[config.mk]
export PLATFORM = sky130hd
export DESIGN_NAME = cc_deserializer
export DESIGN_NICKNAME = d
export VERILOG_FILES = /design/src/rtl/cc_deserializer.sv
export SDC_FILE = /design/constraint.sdc
export NUM_CORES = 1
export LEC_CHECK = 0
export BUFFER_PORTS_ARGS = -buffer_cell sky130_fd_sc_hd__clkbuf_2
export CORE_AREA = 4 4 233 235
export DETAILED_ROUTE_END_ITERATION = 10
export DIE_AREA = 0 0 237 239
export HOLD_SLACK_MARGIN = 0.02
export PLACE_DENSITY = 0.71
export SYNTH_ARGS = -nofsm -noshare
export SYNTH_HDL_FRONTEND = slang
export SYNTH_SLANG_ARGS = --single-unit
[constraint.sdc]
create_clock -name clk -period 2.04 [get_ports clk]
set_input_delay 0.102 -clock clk [delete_from_list [all_inputs] [get_ports clk]]
set_output_delay 0.102 -clock clk [all_outputs]
set_load 0.01 [all_outputs]
[src/rtl/cc_deserializer.sv]
// Cache-line deserializer: collects eight 64-bit read beats into one 512-bit line and pushes {offset, line} into a FIFO.
// Optional rlast protocol checking is enabled by defining CC_DESER_RLAST_CHECK_EN.
module cc_deserializer (
  input  logic         clk,
  input  logic         rst_n,
  input  logic         miss_valid_i,
  input  logic [5:0]   miss_offset_i,
  output logic         miss_ready_o,
  input  logic [63:0]  mem_rdata_i,
  input  logic         mem_rlast_i,
  input  logic         mem_rvalid_i,
  output logic         mem_rready_o,
  input  logic         fifo_full_i,
  output logic         fifo_wren_o,
  output logic [517:0] fifo_wdata_o,
  output logic         err_o
);

  localparam logic [1:0] IDLE    = 2'd0;
  localparam logic [1:0] COLLECT = 2'd1;
  localparam logic [1:0] PUSH    = 2'd2;

  logic [1:0]   state_q, state_d;
  logic [2:0]   cnt_q;
  logic [5:0]   offset_q;
  logic [511:0] line_q;
  logic         capture;
  logic         beat_acc;

  // Handshake outputs depend only on registered state (plus FIFO backpressure in PUSH).
  assign mem_rready_o = (state_q == COLLECT);
  assign fifo_wren_o  = (state_q == PUSH) && !fifo_full_i;
  assign miss_ready_o = (state_q == IDLE) || fifo_wren_o;
  assign fifo_wdata_o = {offset_q, line_q};

  assign capture  = miss_valid_i && miss_ready_o;
  assign beat_acc = mem_rvalid_i && mem_rready_o;

  // NOTE: every variable assigned in always_comb gets a default first so no latch is inferred.
  always_comb begin
    state_d = state_q;
    case (state_q)
      IDLE:    if (miss_valid_i) state_d = COLLECT;
      COLLECT: if (beat_acc && (cnt_q == 3'd7)) state_d = PUSH;
      PUSH:    if (fifo_wren_o) state_d = miss_valid_i ? COLLECT : IDLE;
      default: state_d = IDLE;
    endcase
  end

  // NOTE: sequential state uses non-blocking assignments only.
  always_ff @(posedge clk) begin
    if (!rst_n) begin
      state_q  <= IDLE;
      cnt_q    <= 3'd0;
      offset_q <= 6'd0;
      // NOTE: the line register is reset because the FIFO data port must read zero after reset.
      line_q   <= '0;
    end else begin
      state_q <= state_d;
      if (capture) begin
        offset_q <= miss_offset_i;
        cnt_q    <= 3'd0;
      end
      if (beat_acc) begin
        line_q[{cnt_q, 6'd0} +: 64] <= mem_rdata_i;
        cnt_q                       <= cnt_q + 3'd1;
      end
    end
  end

`ifdef CC_DESER_RLAST_CHECK_EN
  logic err_q;

  // rlast must be high exactly on the eighth beat; the data path ignores it either way.
  always_ff @(posedge clk) begin
    if (!rst_n) begin
      err_q <= 1'b0;
    end else if (beat_acc && (mem_rlast_i != (cnt_q == 3'd7))) begin
      err_q <= 1'b1;
    end
  end

  assign err_o = err_q;
`else
  logic unused_rlast;

  assign unused_rlast = mem_rlast_i;
  assign err_o        = 1'b0;
`endif

endmodule

=== Word-level counts from Yosys, hierarchy flattened ===
Cells that the tools add are included.

* Equal/unequal tests: 6
* Div/mod/pow operators: 0
* Order comparisons: 0
* Shifts and indexed selects: 2
* Bitwise gates (word level): 0
* Add/sub/neg operators: 2
* Muxes and demuxes: 8
* Reduce and logical (&&, ||, !) cells: 9
* Multiply operators: 0

{| class="wikitable"
|+ Operators by type and width
! cell !! count
|-
| 512-bit bitwise mux || 1
|-
| 64-bit by 11-bit variable shift with 512-bit output (first input constant) || 1
|-
| 64-bit by 11-bit variable part select with 512-bit output || 1
|-
| 9-bit negation with 11-bit output || 1
|-
| 2-bit 2-to-1 mux || 3
|-
| 3-bit 2-to-1 mux || 2
|-
| 2-bit case mux with 3 select lines || 1
|-
| 1-bit logical AND || 4
|-
| 2-bit inequality test (second input constant) || 2
|-
| 3-bit by 1-bit adder with 3-bit output (second input constant) || 1
|-
| 3-bit equality test (second input constant) || 1
|-
| 3-bit AND reduction || 1
|-
| 2-bit by 1-bit equality test with 1-bit output (second input constant) || 1
|-
| 2-bit equality test (second input constant) || 1
|-
| 2-bit logical NOT || 1
|-
| 2-bit by 1-bit inequality test with 1-bit output (second input constant) || 1
|-
| 2-bit nonzero test || 1
|-
| 1-bit logical NOT || 1
|-
| 1-bit logical OR || 1
|-
| 1-bit 2-to-1 mux || 1
|}

* Memories: 0
* Latch bits: 0
* Flip-flop bits (word level): 523
* Output and inout bits: 522
* Memory bits (writable): 0
* ROM bits: 0

=== Longest topological paths before layout ===
Gate-level depths: netlist of run 1.

* Depth in word-level cells: 6
* Mapped depth: 8

=== Worst setup path before layout of run 1 ===
Ideal clock, no wire load.

* Kind: register to register
* From: reg cnt_q[0]
* To: reg line_q[165]
* Clock period less this slack: 1999 ps
* Path buffers: 2
* Slack: 41 ps
* Arrival time: 1927 ps
* Cell stages (with the launch flop): 9
* Path through: dfxtp_1 > inv_1 > ha_1 > ha_1 > o31a_1 > and3_4 > buf_12 > buf_12 > mux2i_1

* Cells in the longest elaborated chain, start to end: 3
* Elaborated cells on any way between the ends: 4
* Classes of those cells: 1 x add/sub; 2 x shift; 1 x mux

{| class="wikitable"
|+ Ends and longest elaborated chain
! what !! line !! RTL
|-
| from (decl) || 24 || <nowiki>logic [2:0] cnt_q;</nowiki>
|-
| from (signal assigned) || 66 || <nowiki>cnt_q <= cnt_q + 3'd1;</nowiki>
|-
| 9-bit negation with 11-bit output (*) || 65 || <nowiki>line_q[{cnt_q, 6'd0} +: 64] <= mem_rdata_i;</nowiki>
|-
| 64-bit by 11-bit variable part select with 512-bit output / 64-bit by 11-bit variable shift with 512-bit output (equally long branches) || 65 ||
|-
| 512-bit bitwise mux (*) || 65 ||
|-
| to (signal, indexed assignment) || 65 ||
|-
| to (decl) || 26 || <nowiki>logic [511:0] line_q;</nowiki>
|}

Every way passes the cells marked *; elsewhere a longest branch is shown, timed or not.
A chain may end at the register's enable or synchronous reset.

=== Worst setup path in the final report of run 1 ===
* From: reg cnt_q[1]
* To: reg line_q[110]

The elaborated chain is that of the path after synthesis.

==> qor.txt, run 1 <==
Static Leak -> 12.8 nW
Worst EP required -> 2550 ps
Post-DP HPWL -> 48500 um
Post-Syn Area per Cell -> 9.93 um^2
Worst r2r path cells -> 7
Chip height -> 239 um
Net switching power -> 0.00478 W
Post-synthesis cell area -> 20400 um^2
Num CTS Buffers -> 54
Critical path cell sequence -> inv_2 -> ha_4 -> ha_4 -> o31a_1 -> and3_4 -> buf_12 -> mux2i_1
Area Overhead vs Synth -> 30.2%
Final worst setup slack -> 119 ps
CP Capture Type -> flop
Logic pwr share -> 5.1%
TritonCTS clock tree -> yes
R2r endpoint -> line_q[110]
Flop pwr share -> 49.0%
Met1 wire length -> 27000 um
Worst-margin pin slew -> 740 ps
VDD IR max -> 0.603 mV
Clock share of power -> 45.9%
Worst path depth -> 7
Hold Crit Start -> miss_valid_i
Final net count -> 2796
# DRC -> 0
Synth Warn # -> 0
Final Skew -> 15.1 ps
Core area -> 52200 um^2
Pin count of the biggest net entering global routing -> 164
Root buffer cell -> clkbuf_16
Crit-path max cell delay -> 330 ps
Starting Density -> 39.1%
Critical path class -> reg -> reg
Layout cells sized above 1 -> 27.9%
Top layer in use -> met4
Clock Sinks -> 523
Commonest non-fill, non-tap cell in the layout -> nand2_1
HP Class -> in -> reg
Worst path top cell family by delay -> adder cells
Worst setup SP type -> flop
Slew margin rel. -> 50.7%
CTS H-tree depth -> 2
Post-synthesis sequential area ratio -> 51.2%
DRT Wirelength -> 68700 um
Finished Core Util -> 51.0%
Routed wire per std cell -> 20.0 um
Yosys reg bits -> 523
R2R Setup Slk -> 120 ps
Total grt overflow -> 0
Final count of pins violating max slew -> 0
# diodes -> 0
Number of port buffers -> 595
Switching Share -> 22.7%
Initial DRT Pass Iterations -> 5
Final GP Congestion -> 0.913
Most used cell, CP -> ha_4
Final hold vios -> 0
DRT iter0 DRCs -> 1072
CTS clk-pin slew, worst paths -> 60 ps
Worst hold stages -> 4
Hold Path Sink -> offset_q[1]
Die ar. -> 56600 um^2
Routed wl met3 -> 5350 um
Max Root-Sink Buffers -> 3
Status -> complete, no violations
CP max-delay cell -> dfxtp_2
R2r startpoint -> cnt_q[1]
Syn Nets -> 2142
Critical Path AT -> 2430 ps
Power Dens Cells -> 791 nW/um^2
Num rows -> 84
Fillers -> 4636
Ports -> 598
Die Wd -> 237 um
Final worst path period share -> 94.2%
Int Power -> 0.0163 W
Max Cap Viol -> 0
Number of global-route vias before repair -> 17257
Worst-skew pair later-pin latency -> 590 ps
Syn Inst Count -> 2058
Commonest non-fill, non-tap cells in the layout -> 772 x nand2_1, 594 x clkbuf_2, 521 x dfxtp_1, 512 x mux2i_1, 78 x dlygate4sd3_1
Initial antenna violation count -> 0
Dpl ws -> -116 ps
Achievable Freq -> 0.521 GHz
Met2 WL -> 34000 um
Critical path buffer and inverter count -> 2
First-pass GRT wire length -> 101000 um
RSZ-0062 raised after global routing -> false
Setup violators final -> 0
Via count -> 17143
Worst-path maximum fanout -> 21
Antenna-violating nets left -> 0
Synth cell types -> 37
Gr usage total -> 22.3%
Crit path time final -> 1920 ps
Vias per inst -> 4.99
power by group through the flow:
stage / Clock (W) / Combinational (W) / Sequential [W]
detailed placement: 0 / 0.000927 / 0.0106
CTS: 0.00978 / 0.00105 / 0.0103
floorplan: 0 / 0.000466 / 0.0106
finish: 0.00967 / 0.00106 / 0.0103
global placement: 0 / 0.000910 / 0.0105
global route: 0.0102 / 0.00114 / 0.0103
logic make-up after synthesis:
group / Yosys count / synth area share [%]
mux: 512 / 25.1
buf+inv: 152 / 6.04
other cells: 1 / 0.0183
compound gates: 23 / 0.771
simple gates: 839 / 16.4
fa+ha+maj: 8 / 0.490
flops: 523 / 51.2
cell type report:
class / instances / area (um^2) / area share, %
Clock inverter: 14 / 138 / 0.517
Sequential cell: 523 / 10500 / 39.3
Timing Repair Buffer: 747 / 4770 / 17.9
Multi-Input combinational cell: 1383 / 8780 / 33.0
Clock buffer: 79 / 1580 / 5.92
Tap cell: 688 / 861 / 3.23
Inverter: 3 / 11.3 / 0.0423
Yosys cell counts:
library cell	instances	share of area [%]
o211ai_1	3	0.11
and2_1	1	0.031
nand3b_1	1	0.037
nand4_1	1	0.031
buf_1	1	0.018
buf_2	9	0.22
nand2_1	772	14
inv_1	3	0.055
and3b_1	4	0.17
nor3b_1	1	0.037
conb_1	1	0.018
ha_1	8	0.49
nor2_1	3	0.055
buf_12	21	2.1
nand2b_1	1	0.031
and2b_1	1	0.037
and3_1	1	0.031
dfxtp_1	523	51
nor4b_1	1	0.043
and4bb_2	1	0.061
o21ai_0	6	0.15
buf_8	18	1.3
a21bo_2	1	0.049
a31oi_1	1	0.031
nand4b_1	3	0.13
buf_4	9	0.33
clkbuf_1	81	1.5
buf_6	10	0.55
a21boi_0	9	0.33
o31a_1	1	0.043
nor2b_1	37	1.1
and3_4	3	0.17
or3_1	1	0.031
a21oi_1	1	0.024
o21a_1	1	0.037
nand3_1	7	0.17
mux2i_1	512	25
metal layers:
metal / vias up / global-route usage [%]
li1: 8048 / -
met1: 8276 / 26.4
met2: 681 / 39.0
met3: 138 / 6.06
met4: 0 / 8.14
met5: - / 0
flip-flops by register name, summed over array words and instances, names as in the netlist:
name,cells
cnt_q,3
line_q,512
state_q,2
offset_q,6
metrics by stage:
stage / hold WS, ps / total power, W / area [um^2] / instances / setup TNS (ps)
finish: 84.4 / 0.0211 / 26600 / 3437 / 0
global route: 52.6 / 0.0217 / 26600 / 3437 / 0
CTS: 43.2 / 0.0212 / 26400 / 3429 / 0
detailed placement: 360 / 0.0115 / 23900 / 3256 / -7390
global placement: 349 / 0.0115 / 23900 / 3256 / -8990
floorplan: 253 / 0.0110 / 20400 / 2058 / 0
worst max path at each step:
stage / endpoint / startpoint
2_1_floorplan: line_q[165] / cnt_q[0]
3_3_place_gp: line_q[450] / cnt_q[0]
3_5_place_dp: line_q[469] / cnt_q[0]
4_1_cts: line_q[126] / cnt_q[0]
5_1_grt: line_q[134] / cnt_q[1]
6_report: line_q[110] / cnt_q[1]
timing repair:
action	CTS	global route
hold endpoints to repair	457	0
buffers inserted	2	4
hold buffers	78	0
gates cloned	0	4
gates resized for setup	7	11
pin swaps	2	4
setup endpoints to repair	185	263
worst register-to-register path, delay by kind of cell, from the launching register on:
family                   cells  cell delay [ps]
AND/OR/NAND/NOR              1              330
adder cells (fa/ha/maj)      2              450
flip-flops                   1              330
AO/OA/AOI/OAI                1              210
buffers and inverters        2              280
multiplexers                 1              250
Power figures use the tool's default switching activity.
==> run 2: changes to the inputs <==
- RECOVER_POWER: default -> 100
==> run 2 against run 1 <==
Sequential share of layout area is 1.1 points higher. Wire length is 0.35% higher. Worst setup slack worse by 38 ps. Global-route usage did not move. Fmax fell by 1.9%. Hold slack gained 5.7 ps. Critical path depth up 1. Flip-flop and latch count is the same. Via count hardly changed. Clock skew shrank 3.7 ps. Power fell by 0.14%. Core utilization shrank 1.4 points. Largest power group unchanged.
==> qor.txt, run 2 (same netlist as run 1, synthesis figures left out) <==
Chip height -> 239 um
Max FFs per register -> 512
Flop pwr share -> 49.1%
Worst-margin pin slew -> 722 ps
Clock Sinks -> 523
Final Skew -> 11.4 ps
# DRC -> 0
Total grt overflow -> 0
Hold WS -> 90.1 ps
Fillers -> 4967
Ports -> 598
Net switching power -> 0.00478 W
Root buffer cell -> clkbuf_16
Starting Density -> 39.1%
Worst EP required -> 2490 ps
Final net count -> 2796
Routed wire per std cell -> 20.1 um
DRT Wirelength -> 69000 um
Area Overhead vs Synth -> 26.7%
Achievable Freq -> 0.510 GHz
Worst-path maximum fanout -> 38
Design Power -> 0.0210 W
# diodes -> 0
Pin count of the biggest net entering global routing -> 164
Status -> complete, no violations
Crit path time final -> 1960 ps
Static Leak -> 11.0 nW
Layout cells sized above 1 -> 8.88%
Num rows -> 84
Final worst path period share -> 96.0%
Worst setup SP type -> flop
Max Cap Viol -> 0
RSZ-0062 raised after global routing -> false
Power Dens Cells -> 812 nW/um^2
Gr usage total -> 22.3%
VDD IR max -> 0.602 mV
Die ar. -> 56600 um^2
Worst-skew pair later-pin latency -> 590 ps
Core area -> 52200 um^2
HP Class -> in -> reg
Final GP Congestion -> 0.913
Num CTS Buffers -> 54
Number of global-route vias before repair -> 17257
Slew margin rel. -> 51.9%
Initial DRT Pass Iterations -> 5
Post-DP HPWL -> 48500 um
Critical Path AT -> 2410 ps
Switching Share -> 22.7%
Int Power -> 0.0163 W
Final count of pins violating max slew -> 0
Via count -> 17136
CP Capture Type -> flop
Commonest non-fill, non-tap cells in the layout -> 772 x nand2_1, 535 x clkbuf_1, 521 x dfxtp_1, 512 x mux2i_1, 78 x dlygate4sd3_1
Biggest register -> line_q
Antenna-violating nets left -> 0
Critical path class -> reg -> reg
Final hold vios -> 0
Vias per inst -> 4.99
TritonCTS clock tree -> yes
Clock share of power -> 45.9%
Initial antenna violation count -> 0
Commonest non-fill, non-tap cell in the layout -> nand2_1
Number of port buffers -> 595
CTS H-tree depth -> 2
Die Wd -> 237 um
Logic pwr share -> 4.9%
First-pass GRT wire length -> 101000 um
Top Registers -> line_q: 512 flops, offset_q: 6 flops, cnt_q: 3 flops
Max Root-Sink Buffers -> 3
CTS clk-pin slew, worst paths -> 60 ps
Setup violators final -> 0
DRT iter0 DRCs -> 1168
run 2: cell count changes in the layout (fill, tap and decap cells not counted), sizes merged:
cell | before | now
clkbuf | 677 | 680
buf | 71 | 68
run 2: cell type report:
type / instances / area [um^2] / share of cell area (%)
clock buffer: 79 / 1580 / 6.09
clock inverter: 14 / 138 / 0.531
inverter: 3 / 11.3 / 0.0435
multi-input combinational: 1383 / 8770 / 33.9
sequential: 523 / 10500 / 40.4
tap: 688 / 861 / 3.32
timing repair buffer: 747 / 4070 / 15.7
run 2: timing repair:
action                                 4_1_cts  5_1_grt
buffers inserted                             2        4
setup endpoints to repair                  185      263
gates resized for setup                      7       11
endpoints found under the hold margin      457        0
pin swaps                                    2        4
hold buffers                                78        0
cloned                                       0        4
run 2: through the flow:
step / TNS, ps / instances / cell area (um^2) / util (%) / setup slack, ps
after global routing: 0 / 3437 / 25900 / 49.6 / 17.7
after global placement: -8990 / 3256 / 23900 / 45.7 / -141
after floorplan: 0 / 2058 / 20400 / - / 41.4
final: 0 / 3437 / 25900 / 49.6 / 81.0
after CTS: 0 / 3429 / 26400 / 50.6 / 17.7
after detailed placement: -7390 / 3256 / 23900 / 45.7 / -116
run 2: power groups by stage:
stage,combinational [W],clock (W),sequential (W)
after global routing,0.00111,0.0102,0.0103
after detailed placement,0.000927,0,0.0106
after floorplan,0.000466,0,0.0106
after CTS,0.00105,0.00978,0.0103
after global placement,0.000910,0,0.0105
final,0.00104,0.00966,0.0103
run 2: final timing paths:
kind	slack, ps	startpoint	cells after the start	end
setup / recovery	80	cnt_q[1]	8	line_q[52]
hold / removal	90	miss_valid_i	4	offset_q[1]
setup reg to reg	80	cnt_q[1]	8	line_q[52]
hold reg to reg	460	line_q[467]	2	line_q[467]
run 2: metal layers:
metal	share of wire [%]	wire length, um	up-vias	global-route usage, %
met5	0	0	-	0
met4	3.3	2310	0	8.14
met3	7.7	5300	142	6.06
met2	49	34100	662	39.0
met1	39	27200	8290	26.4
li1	-	-	8042	-
run 2: worst max-delay path, stage by stage, from the launching register on:
cell and delay, ps:
dfxtp_2 340, inv_2 50, ha_4 170, ha_4 220
nor4b_2 220, clkbuf_1 140, nand3_2 160, buf_12 210
mux2i_1 200
